===== config.mk =====
export PLATFORM = sky130hd
export DESIGN_NAME = alu_cmd_driver_flat
export DESIGN_NICKNAME = d
export VERILOG_FILES = /design/src/rtl/alu_cmd_driver_if.sv /design/src/rtl/alu_cmd_driver.sv /design/src/flat_wrapper.sv
export SDC_FILE = /design/constraint.sdc
export NUM_CORES = 1
export LEC_CHECK = 0
export BUFFER_PORTS_ARGS = -buffer_cell sky130_fd_sc_hd__buf_2
export CORE_ASPECT_RATIO = 1.25
export CORE_MARGIN = 4
export CORE_UTILIZATION = 55
export DETAILED_ROUTE_END_ITERATION = 8
export PLACE_DENSITY_LB_ADDON = 0.1
export REMOVE_ABC_BUFFERS = 1
export SLEW_MARGIN = 20
export SYNTH_ARGS = -nofsm -noshare
export SYNTH_HDL_FRONTEND = slang
export SYNTH_SLANG_ARGS = --single-unit
export TNS_END_PERCENT = 1

===== constraint.sdc =====
create_clock -name clk -period 3.8 [get_ports clk]
set_clock_uncertainty 0.1 [all_clocks]
set_input_delay 0.19 -clock clk [delete_from_list [all_inputs] [get_ports clk]]
set_output_delay 0.19 -clock clk [all_outputs]
set_load 0.01 [all_outputs]

===== src/rtl/alu_cmd_driver_if.sv =====
// Command, ALU and result signal bundle for alu_cmd_driver.
// The master modport is the driver's view; slave is the surrounding environment's view.
interface alu_cmd_driver_if #(
  parameter int unsigned N = 4,
  parameter int unsigned M = 4
) ();
  logic         cmd_valid;
  logic         cmd_ready;
  logic [N-1:0] cmd_a;
  logic [N-1:0] cmd_b;
  logic [M-1:0] cmd_instr;
  logic [N-1:0] alu_a;
  logic [N-1:0] alu_b;
  logic [M-1:0] alu_instr;
  logic [N-1:0] alu_result;
  logic         res_valid;
  logic         res_ready;
  logic [N-1:0] res_data;
  logic [M-1:0] res_instr;
  logic         busy;

  modport master (
    input  cmd_valid, cmd_a, cmd_b, cmd_instr, alu_result, res_ready,
    output cmd_ready, alu_a, alu_b, alu_instr, res_valid, res_data, res_instr, busy
  );

  modport slave (
    output cmd_valid, cmd_a, cmd_b, cmd_instr, alu_result, res_ready,
    input  cmd_ready, alu_a, alu_b, alu_instr, res_valid, res_data, res_instr, busy
  );
endinterface


===== src/rtl/alu_cmd_driver.sv =====
// ALU initiator: queues commands in a FIFO, issues one ALU op at a time, waits the
// fixed ALU latency, then returns the captured result over a valid/ready handshake.
module alu_cmd_driver #(
  parameter int unsigned N       = 4,
  parameter int unsigned M       = 4,
  parameter int unsigned DEPTH   = 4,
  parameter int unsigned ALU_LAT = 1
) (
  input  logic             clk,
  input  logic             rst_n,
  alu_cmd_driver_if.master bus
);
  localparam int unsigned PtrW = (DEPTH > 1) ? $clog2(DEPTH) : 1;
  localparam int unsigned CntW = $clog2(DEPTH + 1);
  localparam int unsigned LatW = (ALU_LAT > 1) ? $clog2(ALU_LAT) : 1;
  localparam logic [LatW-1:0] LatInit = LatW'(ALU_LAT - 1);

  typedef struct packed {
    logic [M-1:0] instr;
    logic [N-1:0] b;
    logic [N-1:0] a;
  } cmd_t;

  typedef enum logic [1:0] {StIdle, StWait, StResp} state_e;

  cmd_t            mem_q [DEPTH];
  logic [PtrW-1:0] wr_ptr_q, wr_ptr_d, rd_ptr_q, rd_ptr_d;
  logic [CntW-1:0] count_q, count_d;
  state_e          state_q, state_d;
  logic [LatW-1:0] lat_q, lat_d;
  logic [N-1:0]    alu_a_q, alu_a_d, alu_b_q, alu_b_d, res_data_q, res_data_d;
  logic [M-1:0]    alu_instr_q, alu_instr_d, res_instr_q, res_instr_d;
  logic            res_valid_q, res_valid_d;
  logic            cmd_ready, push, pop;
  cmd_t            head;

  // Full means no accept, even if the head pops on the same edge.
  assign cmd_ready = (count_q < CntW'(DEPTH));
  assign push      = bus.cmd_valid && cmd_ready;
  assign head      = mem_q[rd_ptr_q];

  always_ff @(posedge clk) begin
    if (push) begin
      mem_q[wr_ptr_q] <= '{instr: bus.cmd_instr, b: bus.cmd_b, a: bus.cmd_a};
    end
  end

  always_comb begin
    wr_ptr_d = push ? wr_ptr_q + PtrW'(1) : wr_ptr_q;
    rd_ptr_d = pop  ? rd_ptr_q + PtrW'(1) : rd_ptr_q;
    count_d  = count_q;
    unique case ({push, pop})
      2'b10:   count_d = count_q + CntW'(1);
      2'b01:   count_d = count_q - CntW'(1);
      default: count_d = count_q;
    endcase
  end

  always_comb begin
    state_d     = state_q;
    lat_d       = lat_q;
    alu_a_d     = alu_a_q;
    alu_b_d     = alu_b_q;
    alu_instr_d = alu_instr_q;
    res_data_d  = res_data_q;
    res_instr_d = res_instr_q;
    res_valid_d = res_valid_q;
    pop         = 1'b0;
    unique case (state_q)
      StIdle: begin
        if (count_q != '0) begin
          pop     = 1'b1;
          state_d = StWait;
        end
      end
      StWait: begin
        if (lat_q == '0) begin
          res_data_d  = bus.alu_result;
          res_instr_d = alu_instr_q;
          res_valid_d = 1'b1;
          state_d     = StResp;
        end else begin
          lat_d = lat_q - LatW'(1);
        end
      end
      StResp: begin
        if (bus.res_ready) begin
          res_valid_d = 1'b0;
          // Back-to-back issue: reload the ALU on the handshake edge.
          if (count_q != '0) begin
            pop     = 1'b1;
            state_d = StWait;
          end else begin
            state_d = StIdle;
          end
        end
      end
      default: state_d = StIdle;
    endcase
    if (pop) begin
      alu_a_d     = head.a;
      alu_b_d     = head.b;
      alu_instr_d = head.instr;
      lat_d       = LatInit;
    end
  end

  always_ff @(posedge clk or negedge rst_n) begin
    if (!rst_n) begin
      wr_ptr_q    <= '0;
      rd_ptr_q    <= '0;
      count_q     <= '0;
      state_q     <= StIdle;
      lat_q       <= '0;
      alu_a_q     <= '0;
      alu_b_q     <= '0;
      alu_instr_q <= '0;
      res_data_q  <= '0;
      res_instr_q <= '0;
      res_valid_q <= 1'b0;
    end else begin
      wr_ptr_q    <= wr_ptr_d;
      rd_ptr_q    <= rd_ptr_d;
      count_q     <= count_d;
      state_q     <= state_d;
      lat_q       <= lat_d;
      alu_a_q     <= alu_a_d;
      alu_b_q     <= alu_b_d;
      alu_instr_q <= alu_instr_d;
      res_data_q  <= res_data_d;
      res_instr_q <= res_instr_d;
      res_valid_q <= res_valid_d;
    end
  end

  assign bus.cmd_ready = cmd_ready;
  assign bus.alu_a     = alu_a_q;
  assign bus.alu_b     = alu_b_q;
  assign bus.alu_instr = alu_instr_q;
  assign bus.res_valid = res_valid_q;
  assign bus.res_data  = res_data_q;
  assign bus.res_instr = res_instr_q;
  assign bus.busy      = (state_q != StIdle) || (count_q != '0);
endmodule


===== src/flat_wrapper.sv =====
// flat-port wrapper written by rule: the top's interface ports become plain ports
module alu_cmd_driver_flat 
#(
  parameter int unsigned N       = 4,
  parameter int unsigned M       = 4,
  parameter int unsigned DEPTH   = 4,
  parameter int unsigned ALU_LAT = 1
)
  (clk, rst_n, bus_cmd_valid, bus_cmd_a, bus_cmd_b, bus_cmd_instr, bus_alu_result, bus_res_ready, bus_cmd_ready, bus_alu_a, bus_alu_b, bus_alu_instr, bus_res_valid, bus_res_data, bus_res_instr, bus_busy);
  alu_cmd_driver_if #(.N(N), .M(M)) bus_i ();
  input  logic clk;
  input  logic rst_n;
  input wire logic [$bits(bus_i.cmd_valid)-1:0] bus_cmd_valid;
  input wire logic [$bits(bus_i.cmd_a)-1:0] bus_cmd_a;
  input wire logic [$bits(bus_i.cmd_b)-1:0] bus_cmd_b;
  input wire logic [$bits(bus_i.cmd_instr)-1:0] bus_cmd_instr;
  input wire logic [$bits(bus_i.alu_result)-1:0] bus_alu_result;
  input wire logic [$bits(bus_i.res_ready)-1:0] bus_res_ready;
  output wire logic [$bits(bus_i.cmd_ready)-1:0] bus_cmd_ready;
  output wire logic [$bits(bus_i.alu_a)-1:0] bus_alu_a;
  output wire logic [$bits(bus_i.alu_b)-1:0] bus_alu_b;
  output wire logic [$bits(bus_i.alu_instr)-1:0] bus_alu_instr;
  output wire logic [$bits(bus_i.res_valid)-1:0] bus_res_valid;
  output wire logic [$bits(bus_i.res_data)-1:0] bus_res_data;
  output wire logic [$bits(bus_i.res_instr)-1:0] bus_res_instr;
  output wire logic [$bits(bus_i.busy)-1:0] bus_busy;
  assign bus_i.cmd_valid = bus_cmd_valid;
  assign bus_i.cmd_a = bus_cmd_a;
  assign bus_i.cmd_b = bus_cmd_b;
  assign bus_i.cmd_instr = bus_cmd_instr;
  assign bus_i.alu_result = bus_alu_result;
  assign bus_i.res_ready = bus_res_ready;
  assign bus_cmd_ready = bus_i.cmd_ready;
  assign bus_alu_a = bus_i.alu_a;
  assign bus_alu_b = bus_i.alu_b;
  assign bus_alu_instr = bus_i.alu_instr;
  assign bus_res_valid = bus_i.res_valid;
  assign bus_res_data = bus_i.res_data;
  assign bus_res_instr = bus_i.res_instr;
  assign bus_busy = bus_i.busy;
  alu_cmd_driver #(.N(N), .M(M), .DEPTH(DEPTH), .ALU_LAT(ALU_LAT)) u_core (.clk(clk), .rst_n(rst_n), .bus(bus_i));
endmodule

; ---- After elaboration in Yosys (flattened, before gate mapping)
; Memories as Yosys holds them, arrays and structs flattened. A register that Yosys moved wholly into a read port is not among the register bits.
; Index checks and enable logic that the tools add are counted.
[word_totals]
regBits = 19
latch_bits = 0
mem_bits_rw = 48
mem_bits_ro = 0
in_bits = 20
wordCells = 52
mem_count = 1
[classes]
n_addsub = 5
n_mul = 0
div_mod_pow = 0
n_lt_le_gt_ge = 1
eq_ne = 7
shifts = 0
muxes = 17
bitwise = 1
n_reduce_logical = 12
[mem_list]
columns = name, words, word_bits, rd, rd_clocked_by_memory_dff, write_ports, line_no
row1 = u_core.mem_q, 4, 12, 1, 1, 1, alu_cmd_driver.sv:26  ; cmd_t mem_q [DEPTH];
[op_table]
columns = operator, count
row1 = 2-to-1 mux 1 bit, 10
row2 = nonzero test 2 bit, 4
row3 = 2-to-1 mux 2 bit, 3
row4 = one-hot mux 2 bit (3 select lines), 1
row5 = one-hot mux 3 bit (2 select lines), 1
row6 = AND reduction 3 bit, 2
row7 = adder 2 x 1 -> 2 bit (second input constant), 2
row8 = equality test 2 x 1 -> 1 bit (second input constant), 2
row9 = equality test 2 bit (second input constant), 2
row10 = inequality test 2 bit (second input constant), 2
row11 = one-hot mux 1 bit (2 select lines), 2
row12 = adder 3 x 1 -> 3 bit (second input constant), 1
row13 = less-than comparator 3 bit (second input constant), 1
row14 = nonzero test 3 bit, 1
row15 = subtractor 3 x 1 -> 3 bit (second input constant), 1
row16 = logical NOT 2 bit, 1
row17 = inequality test 2 x 1 -> 1 bit (second input constant), 1
row18 = AND reduction 2 bit, 1
row19 = logical AND 1 bit, 1
row20 = logical NOT 1 bit, 1
row21 = logical OR 1 bit, 1
row22 = NOT 1 bit, 1
row23 = subtractor 1 bit (second input constant), 1

; ---- Depth between registers and ports, before layout
[depth]
ltp_word = 6
depth_mapped = 9
depth_no_buf = 8

; ---- Least setup slack after synthesis
; Ideal clock, no wire load.
[synth_path]
path_type = flip-flop to flip-flop
start = register u_core.state_q[1]
end = register u_core.count_q[2]
setup_ns = 0.080
arrival_time_ns = 2.018
setup_slack_ns = 1.602
path_stages_with_launch = 10
path_buffers = 1
synth_period_minus_slack_ns = 2.198
cell_sequence = dfrtp_1 -> and2b_1 -> nor3_4 -> buf_4 -> ha_1 -> inv_1 -> fa_1 -> xor2_1 -> nor2_1 -> xnor2_1
[synth_between]
elab_chain_len = 4
[synth_rtl]
columns = item, line_no
row1 = "start, declared", alu_cmd_driver.sv:29  ; state_e state_q, state_d;
row2 = "start signal, assigned", alu_cmd_driver.sv:113  ; state_q <= StIdle;
row3 = "start signal, assigned", alu_cmd_driver.sv:125  ; state_q <= state_d;
row4 = equality test 2 bit / logical NOT 2 bit (equally long branches), alu_cmd_driver.sv:69  ; unique case (state_q)
row5 = one-hot mux 1 bit (2 select lines) *, alu_cmd_driver.sv:69
row6 = via u_core.pop, alu_cmd_driver.sv:34  ; logic cmd_ready, push, pop;
row7 = equality test 2 x 1 -> 1 bit / equality test 2 bit (equally long branches), alu_cmd_driver.sv:52  ; unique case ({push, pop})
row8 = one-hot mux 3 bit (2 select lines) / nonzero test 2 bit (equally long branches), -
row9 = "end signal, assigned", alu_cmd_driver.sv:124  ; count_q <= count_d;
row10 = "end, declared", alu_cmd_driver.sv:28  ; logic [CntW-1:0] count_q, count_d;
; Mark *: on every way through the listed nets, which the timed path passes. The rest lies on a longest branch.
; A chain may end at the register's enable or synchronous reset.

; ---- Final worst setup path
[layout_path]
start = register u_core.state_q[1]
end = register u_core.count_q[2]
[layout_between]
elab_chain_len = 4
[layout_rtl]
columns = item, line_no
row1 = equality test 2 bit / logical NOT 2 bit (equally long branches), alu_cmd_driver.sv:69
row2 = one-hot mux 1 bit (2 select lines) *, alu_cmd_driver.sv:69
row3 = equality test 2 x 1 -> 1 bit / equality test 2 bit (equally long branches), alu_cmd_driver.sv:52
row4 = one-hot mux 3 bit (2 select lines) / nonzero test 2 bit (equally long branches), -
; Every way passes the cells marked *; elsewhere a longest branch is shown, timed or not.

==> metrics.txt <==
status=finished clean; die extent in x=74.98 um; leak pwr=1.505 nW; Achievable Freq=0.4362 GHz; Worst setup SP type=flop; routed len/inst=17.44 um; Post-synth EDFFs=48; CTS clk-pin slew, worst paths=0.08 ns; count of antenna diodes in the layout=0; final setup violation count=0; CTS Buffer Depth=2; CORE AREA=0.005443 mm2; post-cts sizing count=0; area post-placement=0.003334 mm2; largest net degree at the start of global routing=31; Crit Path Max Fanout=14; # rows=30; Crit Path Category=reg2reg; Post-Route WL=5110 um; clock power share=0.240; final hold violations=0; CTS Hold Buffers Added=17; CTS tree=built; post-synthesis instance total=158; post-synthesis cell type count=29; Crit. End Element=flop; ys flop type=edfxtp_1; Root Driver=clkbuf_8; Clk Latency, worst-skew pair=0.34 ns; die area=0.006878 mm2; Initial Utilization=0.5667; Sequential Power Share=0.441; routed vias/inst=5.369; Hold Startpoint=bus_res_ready; layout cell share with drive strength beyond 1=0.3930; P&R area growth vs syn=21.62%; antenna violations before repair=0; fin crit period=2.293 ns; Iter 0 DRT Violations=65; Internal Pwr Total=0.002146 W; combinational share of power=0.320; Post-CTS Setup Repair Bufs=0; drt pass-1 iters=4; total negative slack=0 ns; hold crit path type=in2reg; antenna-violating nets left=0; Critical Path Source=u_core.state_q[1]; register area=0.002192 mm2; multi-input logic area=810.8 um2; maximum vdd ir drop=0.3872 mV; Max Transition Viols Final=0; synthesized flop and latch total=78; final instance area=0.003751 mm2; IO buf count=42; Finished Layout Cells=293; P_sw=0.0009163 W; crit path DAT=2.46 ns; global-route wire length before repair=8369 um; post-DP HPWL=3288 um; Chip Height=91.73 um; Min Hold Slack=0.09085 ns; sw frac=0.2993; # fillers=350; pwr dens=816.3 mW/mm2; Final Net Count=250; Post-Syn Area=0.003084 mm2; Remaining Overflow, GRT=0; final cell utilization of the core=0.6892; syn avg cell area=19.52 um2; placed cell count=260; Post-route DRC=0; Worst Path Required=3.97 ns; part of the cycle the worst path needs=0.6034; post-synthesis sequential area ratio=0.7108; All-Layer GR Usage=0.1705; Rel. slew slack=0.4769; max-cap violations=0; Yosys warnings=0; CTS Sinks=78; cts bufs inserted=9; Worst R2R Start=u_core.state_q[1]; H-Tree Depth=3; RSZ-0062 raised after global routing=no; Routability Congestion=0.6699; Vias=1573; vias in the first global route=1683; # IOs=43; Post-synth ARST share=0.3846; Worst-Margin Slew=0.7847 ns
[worst max-delay path, stage by stage, from the launching register on]
cell and delay [ns]:
dfrtp_1 0.43, and2b_1 0.24, nor3_4 0.12, buf_4 0.28, ha_1 0.22, inv_1 0.06, fa_1 0.37, xor2_1 0.15
nor2_1 0.12, xnor2_1 0.13
[stage by stage]
step | setup WS, ns | total power [W]
CTS | 1.477 | 0.003105
global placement | 1.598 | 0.002287
detailed placement | 1.502 | 0.002353
global route | 1.390 | 0.003252
floorplan | 1.429 | 0.002023
finish | 1.507 | 0.003062
[final timing paths]
path	to	slack, ns	cells after the start
worst max-delay path	u_core.count_q[2]	1.51	9
worst min-delay path	u_core.bus.res_valid	0.09	4
worst max register to register	u_core.count_q[2]	1.51	9
worst min register to register	u_core.bus.res_data[1]	0.41	1
max in group asynchronous	u_core.bus.alu_b[0]	2.83	2
min in group asynchronous	u_core.bus.res_instr[2]	0.32	2
[cells in the mapped netlist, types with 3 or more instances]
master | n | area, um2
xor2_1 | 3 | 26.28
mux2_2 | 12 | 135.1
inv_1 | 9 | 33.78
nand2_1 | 4 | 15.01
edfxtp_1 | 48 | 1441
ha_1 | 5 | 62.56
xnor2_1 | 3 | 26.28
and2_1 | 4 | 25.02
mux4_1 | 4 | 105.1
dfrtp_1 | 30 | 750.7
mux4_2 | 8 | 180.2
mux2_4 | 8 | 120.1
[final cells by class]
class / instances / share of cell area
sequential: 78 / 0.5844
multi-input combinational: 66 / 0.2161
timing repair buffer: 60 / 0.1034
clock buffer: 9 / 0.03302
clock inverter: 7 / 0.03269
tap: 64 / 0.02135
inverter: 9 / 0.009006
[registers in the layout (all words and copies together) (netlist names), 3 cells and up]
| register | flops |
|---|---|
| u_core.mem_q | 48 |
| u_core.bus.alu_a | 4 |
| u_core.bus.alu_b | 4 |
| u_core.bus.alu_instr | 4 |
| u_core.bus.res_data | 4 |
| u_core.bus.res_instr | 4 |
| u_core.count_q | 3 |
[logic make-up (layout without fill, tap and decap cells)]
logic type	Yosys count	count (layout)	synth area share
AOI/OAI and AO/OA	5	5	0.008926
xor gates and xnor gates	6	6	0.01704
adders and majority gates	6	6	0.02678
buffers and inverters	14	85	0.02637
DFF	78	78	0.7107
muxes	32	32	0.1753
and+or+nand+nor	17	17	0.03489
[cells in the final DEF, fill, tap and decap left out, drive strengths merged, types with 4 or more instances in the layout]
master and n:
inv 9, ha 5, clkbuf 9, dfrtp 30, mux4 12, nand2 4
buf 43, and2 4, edfxtp 48, dlygate4sd3 17, mux2 20
[power groups by stage]
stage / combinational [W] / sequential (W) / clock (W)
final: 0.000978 / 0.00135 / 0.000734
after global routing: 0.00107 / 0.00138 / 0.000795
after CTS: 0.00100 / 0.00136 / 0.000748
after detailed placement: 0.000982 / 0.00137 / 0
after global placement: 0.000937 / 0.00135 / 0
after floorplan: 0.000650 / 0.00137 / 0
[metal layers]
| metal | up-vias | global-route usage | share of wire |
|---|---|---|---|
| met2 | 46 | 0.2733 | 0.52 |
| met1 | 793 | 0.2158 | 0.41 |
| met3 | 8 | 0.03618 | 0.055 |
| met5 | - | 0 | 0 |
| li1 | 726 | - | - |
| met4 | 0 | 0.08457 | 0.014 |
Power figures use the tool's default switching activity.
